$ cat src/rtl/pong_match_ctrl.sv
// pong_match_ctrl: match controller owning scores, serve/point timing, pause, win-by-two and game-over
module pong_match_ctrl #(
    parameter int SCORE_W     = 4,
    parameter int WIN_SCORE   = 7,
    parameter int WIN_BY_TWO  = 1,
    parameter int SERVE_TICKS = 120,
    parameter int POINT_TICKS = 60,
    parameter int TMR_W       = 8
) (
    input  logic               mclk,
    input  logic               reset_n,
    input  logic               tick,
    input  logic               pause,
    input  logic               start,
    input  logic               point1,
    input  logic               point2,
    output logic [SCORE_W-1:0] score1,
    output logic [SCORE_W-1:0] score2,
    output logic               ball_run,
    output logic               ball_reset,
    output logic               serve_dir,
    output logic               playing,
    output logic               winner,
    output logic [2:0]         state
);
    typedef enum logic [2:0] {IDLE = 3'd0, SERVE = 3'd1, RALLY = 3'd2, POINT = 3'd3, OVER = 3'd4} state_t;
    localparam logic [SCORE_W:0]   MAX_X      = {1'b0, {SCORE_W{1'b1}}};
    localparam logic [SCORE_W:0]   WIN_X      = (SCORE_W+1)'(WIN_SCORE);
    localparam logic [TMR_W-1:0]   SERVE_LAST = TMR_W'(SERVE_TICKS - 1);
    localparam logic [TMR_W-1:0]   POINT_LAST = TMR_W'(POINT_TICKS - 1);
    state_t             state_q, state_d;
    logic [SCORE_W-1:0] s1_q, s1_d, s2_q, s2_d;
    logic [TMR_W-1:0]   tmr_q, tmr_d;
    logic               done_q, done_d, dir_q, dir_d, play_q, play_d, win_q, win_d;
    logic               run_q, run_d, hold_q, hold_d;
    logic               cnt, win1, win2;
    logic [SCORE_W:0]   inc1, inc2;
    // next-state, score and win evaluation; a scorer reaching the saturation value wins outright
    always_comb begin
        state_d = state_q;
        s1_d    = s1_q;
        s2_d    = s2_q;
        tmr_d   = tmr_q;
        done_d  = done_q;
        dir_d   = dir_q;
        play_d  = play_q;
        win_d   = win_q;
        cnt     = tick && !pause;
        inc1    = {1'b0, s1_q} + (SCORE_W+1)'(1);
        inc2    = {1'b0, s2_q} + (SCORE_W+1)'(1);
        win1    = (inc1 >= MAX_X) || (inc1 >= WIN_X && (WIN_BY_TWO == 0 || inc1 >= {1'b0, s2_q} + (SCORE_W+1)'(2)));
        win2    = (inc2 >= MAX_X) || (inc2 >= WIN_X && (WIN_BY_TWO == 0 || inc2 >= {1'b0, s1_q} + (SCORE_W+1)'(2)));
        case (state_q)
            IDLE: if (start) begin
                state_d = SERVE;
                s1_d    = '0;
                s2_d    = '0;
                tmr_d   = '0;
            end
            SERVE: if (cnt) begin
                state_d = (tmr_q == SERVE_LAST) ? RALLY : SERVE;
                tmr_d   = (tmr_q == SERVE_LAST) ? '0 : tmr_q + TMR_W'(1);
            end
            RALLY: if (!pause && (point1 || point2)) begin
                state_d = POINT;
                tmr_d   = '0;
                if (point1 && !point2) begin
                    s1_d   = (inc1 > MAX_X) ? s1_q : inc1[SCORE_W-1:0];
                    dir_d  = 1'b1;
                    done_d = win1;
                end
                if (point2 && !point1) begin
                    s2_d   = (inc2 > MAX_X) ? s2_q : inc2[SCORE_W-1:0];
                    dir_d  = 1'b0;
                    done_d = win2;
                end
            end
            POINT: if (cnt) begin
                tmr_d = (tmr_q == POINT_LAST) ? '0 : tmr_q + TMR_W'(1);
                if (tmr_q == POINT_LAST) begin
                    state_d = done_q ? OVER : SERVE;
                    play_d  = !done_q;
                    win_d   = done_q ? (s1_q > s2_q) : win_q;
                end
            end
            OVER: if (start) begin
                state_d = SERVE;
                s1_d    = '0;
                s2_d    = '0;
                tmr_d   = '0;
                done_d  = 1'b0;
                play_d  = 1'b1;
                dir_d   = !dir_q;
            end
            default: state_d = IDLE;
        endcase
        run_d  = (state_d == RALLY) && !pause;
        hold_d = (state_d != RALLY);
    end
    // register all state and outputs; reset_n low returns everything to the idle values
    always_ff @(posedge mclk) begin
        if (!reset_n) begin
            state_q <= IDLE;
            s1_q    <= '0;
            s2_q    <= '0;
            tmr_q   <= '0;
            done_q  <= 1'b0;
            dir_q   <= 1'b0;
            play_q  <= 1'b1;
            win_q   <= 1'b0;
            run_q   <= 1'b0;
            hold_q  <= 1'b1;
        end else begin
            state_q <= state_d;
            s1_q    <= s1_d;
            s2_q    <= s2_d;
            tmr_q   <= tmr_d;
            done_q  <= done_d;
            dir_q   <= dir_d;
            play_q  <= play_d;
            win_q   <= win_d;
            run_q   <= run_d;
            hold_q  <= hold_d;
        end
    end
    assign score1     = s1_q;
    assign score2     = s2_q;
    assign ball_run   = run_q;
    assign ball_reset = hold_q;
    assign serve_dir  = dir_q;
    assign playing    = play_q;
    assign winner     = win_q;
    assign state      = state_q;
endmodule
$ cat config.mk
export PLATFORM = sky130hd
export DESIGN_NAME = pong_match_ctrl
export DESIGN_NICKNAME = d
export VERILOG_FILES = /design/src/rtl/pong_match_ctrl.sv
export SDC_FILE = /design/constraint.sdc
export NUM_CORES = 1
export LEC_CHECK = 0
export ABC_AREA = 1
export CORE_ASPECT_RATIO = 0.75
export CORE_MARGIN = 2
export CORE_UTILIZATION = 45
export DETAILED_ROUTE_END_ITERATION = 12
export PLACE_DENSITY_LB_ADDON = 0.2
export SLEW_MARGIN = 30
export SYNTH_ARGS = -nofsm -noshare
export SYNTH_HDL_FRONTEND = slang
export SYNTH_SLANG_ARGS = --single-unit
$ cat constraint.sdc
create_clock -name mclk -period 1.8 [get_ports mclk]
set_input_delay 0.36 -clock mclk [delete_from_list [all_inputs] [get_ports mclk]]
set_output_delay 0.36 -clock mclk [all_outputs]
set_load 0.02 [all_outputs]
==> impl_metrics.toml <==
[detailed_routing]
ant_nets = 0
dr_total_vias = 2052
first_pass_iters = 4
first_iter_violations = 131
wl_um = 5175
post_drt_wl_per_cell_um = 12.65
vias_per_cell = 5.017
drc_errors = 0

[logic_synthesis]
ys_ff_latch = 25
async_flop_share = 0
yosys.cell_types.count = 37
synth_edf_count = 0
ys_warn_count = 0
syn-instance-count = 291
synthFlopType = "dfxtp_1"
syn_area_um2 = 1947
avgSynthCellArea_um2 = 6.690
syn_nets = 320
yosysSeqAreaShare = 0.2571

[cts]
clock_latency_ns = 0.28
cts_root_buf = "clkbuf_8"
tritoncts = "yes"
numCtsBuffers = 3
cts_buffer_depth = 2
h-tree-depth = 1
cts.sinks = 25
path_clk_slew_ns = 0.09
cts_hold_buf = 0

[placement]
placedCellCount = 399
portBuffers = 22
hpwl_um = 3654
dpl_cell_area_um2 = 2521
place_ws_ns = -0.2850
routabilityCongestion = 0.8932

[pwr]
power.switching_uw = 685.3
seqPwrFrac = 0.351
totalPowerFinal_uw = 1805
power_frac_comb = 0.458
p_per_area_nw_per_um2 = 644.1
leakagePower_uw = 0.001345
vdd_drop_max_mv = 0.4239
netSwitchingFraction = 0.3796
p_int_uw = 1120
pwr-share-clk = 0.191

[finish]
final_cell_mix = "nand2_1 (57), inv_1 (46), buf_4 (38)"
antenna_cells = 0
layout-drive-gt1-share = 0.2910
area_delta_synth_final_pct = 43.96
nets = 384
fin_area_um2 = 2803
layout_commonest_cell = "nand2_1"
fillers = 367
stdcell_count = 409

[floorplanning]
num_rows = 20
die_area_um2 = 4874
core_area_um2 = 4104
die_width_um = 79.95
initial_utilization = 0.4744
die_h_um = 60.97
pin_count = 23

[status]
status = "complete, but fails checks"
violations = "negative setup slack"

[sta]
fin_ws_ns = -0.05101
worst_slew_pin_slew_ns = 0.4424
rsz0062_at_grt = "true"
min_period_ns = 1.851
setup_viol = 1
relSlewSlack = 0.7047
finalHoldViolCount = 0
skew_ns = 0.007942
timing.final.crit_share = 1.028
drv_slew = 0
clock.fmax_ghz = 0.5402

[critical_path]
r2r-end = "done_q"
criticalPathCategory = "reg2reg"
r2r_slack_ns = -0.05
worstSetupEndpointType = "flip-flop"
cp.required_ns = 2.00
r2r-start = "score2[1]"
worstRegToRegCells = 11
start_kind = "flip-flop"
crit_arrival_ns = 2.05
critical_path.max_fanout = 6

[global_route]
grt_max_degree = 15
antenna_found_initial = 0
grt_pass1_vias = 1721
overflow = 0
grt_pass1_wl_um = 7900
grt_use_total = 0.2085

[hold_path]
whs_endpoint = "tmr_q[0]"
min_path_type = "reg2reg"
min_path_cells = 2
hold_start = "tmr_q[0]"

[flow_run]
drv_cap = 0
[area by class of cell]
class,count,area [um^2],share of cell area
Inverter,53,198.9,0.07098
Multi-Input combinational cell,211,1431,0.5107
Clock buffer,3,41.29,0.01473
Clock inverter,1,5.005,0.001786
Timing Repair Buffer,61,535.5,0.1911
Sequential cell,25,521.8,0.1862
Tap cell,55,68.82,0.02455
[cells by family (layout without fill, tap and decap cells)]
family / count (synthesis) / count (layout) / synth area share
xor gates and xnor gates: 4 / 4 / 0.01800
buffers and inverters: 55 / 118 / 0.1080
DFF: 25 / 25 / 0.2571
muxes: 1 / 1 / 0.005142
and+or+nand+nor: 149 / 149 / 0.3650
AOI/OAI and AO/OA: 35 / 35 / 0.1054
adders and majority gates: 22 / 22 / 0.1414
[through the flow]
stage	hold WS, ns	util	TNS (ns)
2_1_floorplan	0.4315	-	0
3_3_place_gp	0.4921	0.6143	-4.001
3_5_place_dp	0.5001	0.6143	-4.290
4_1_cts	0.5154	0.6439	-0.04957
5_1_grt	0.5338	0.6829	-0.5748
6_report	0.5071	0.6829	-0.05101
[metal layers]
layer	GRT usage	share of wire	wire length, um	vias up
li1	-	-	-	1069
met1	0.3379	0.50	2573	918
met2	0.2881	0.44	2254	63
met3	0.03274	0.065	335	2
met4	0.03632	0.0023	12	0
met5	0	0	0	-
[how the worst max path moves through the flow]
stage	startpoint	to	slack, ns	depth (start not counted)
after global routing	score2[1]	done_q	-0.14	12
after floorplan	score2[1]	done_q	0.02	12
after global placement	point1	tmr_q[4]	-0.27	11
after CTS	score2[0]	done_q	-0.05	11
after detailed placement	point1	tmr_q[7]	-0.28	13
final	score2[1]	done_q	-0.05	11
[power groups by stage]
| stage | registers, uW | logic, uW | clock network (uW) |
|---|---|---|---|
| 2_1_floorplan | 672 | 404 | 0 |
| 3_3_place_gp | 639 | 710 | 0 |
| 3_5_place_dp | 640 | 717 | 0 |
| 4_1_cts | 627 | 746 | 355 |
| 5_1_grt | 638 | 919 | 370 |
| 6_report | 634 | 827 | 345 |
[what timing repair did]
action | CTS | global route
pin swaps | 8 | 18
endpoints found under the setup margin | 8 | 21
gates resized for setup | 13 | 37
buffers inserted | 2 | 4
[Yosys cell counts (2+ instances only)]
master	instances	area, um^2
a21oi_1	19	95.09
a31oi_1	2	12.51
dfxtp_1	25	500.5
ha_1	22	275.3
inv_1	51	191.4
nand2_1	64	240.2
nand2_2	3	18.77
nand2_4	2	22.52
nand3_1	21	105.1
nand4_1	13	81.33
nor2_1	28	105.1
nor2_2	3	18.77
nor2_4	2	22.52
nor3_1	7	35.03
o21ai_0	4	20.02
o21ai_2	2	17.52
xor2_1	3	26.28
[state kept, by name, indices dropped and copies added (netlist names)]
register	cells
ball_reset	1
playing	1
ball_run	1
winner	1
score2	4
state	3
tmr_q	8
score1	4
serve_dir	1
done_q	1
[critical path, cell delays in order (launching register included)]
cell and delay (ns):
dfxtp_4 0.37, buf_4 0.16, ha_4 0.26, inv_2 0.05
ha_4 0.26, nand2_1 0.05, nor3_2 0.15, nand3b_1 0.14
nand2_1 0.05, nand2_1 0.05, nand3_1 0.07, a21oi_2 0.14
(Power assumes the default switching activity.)
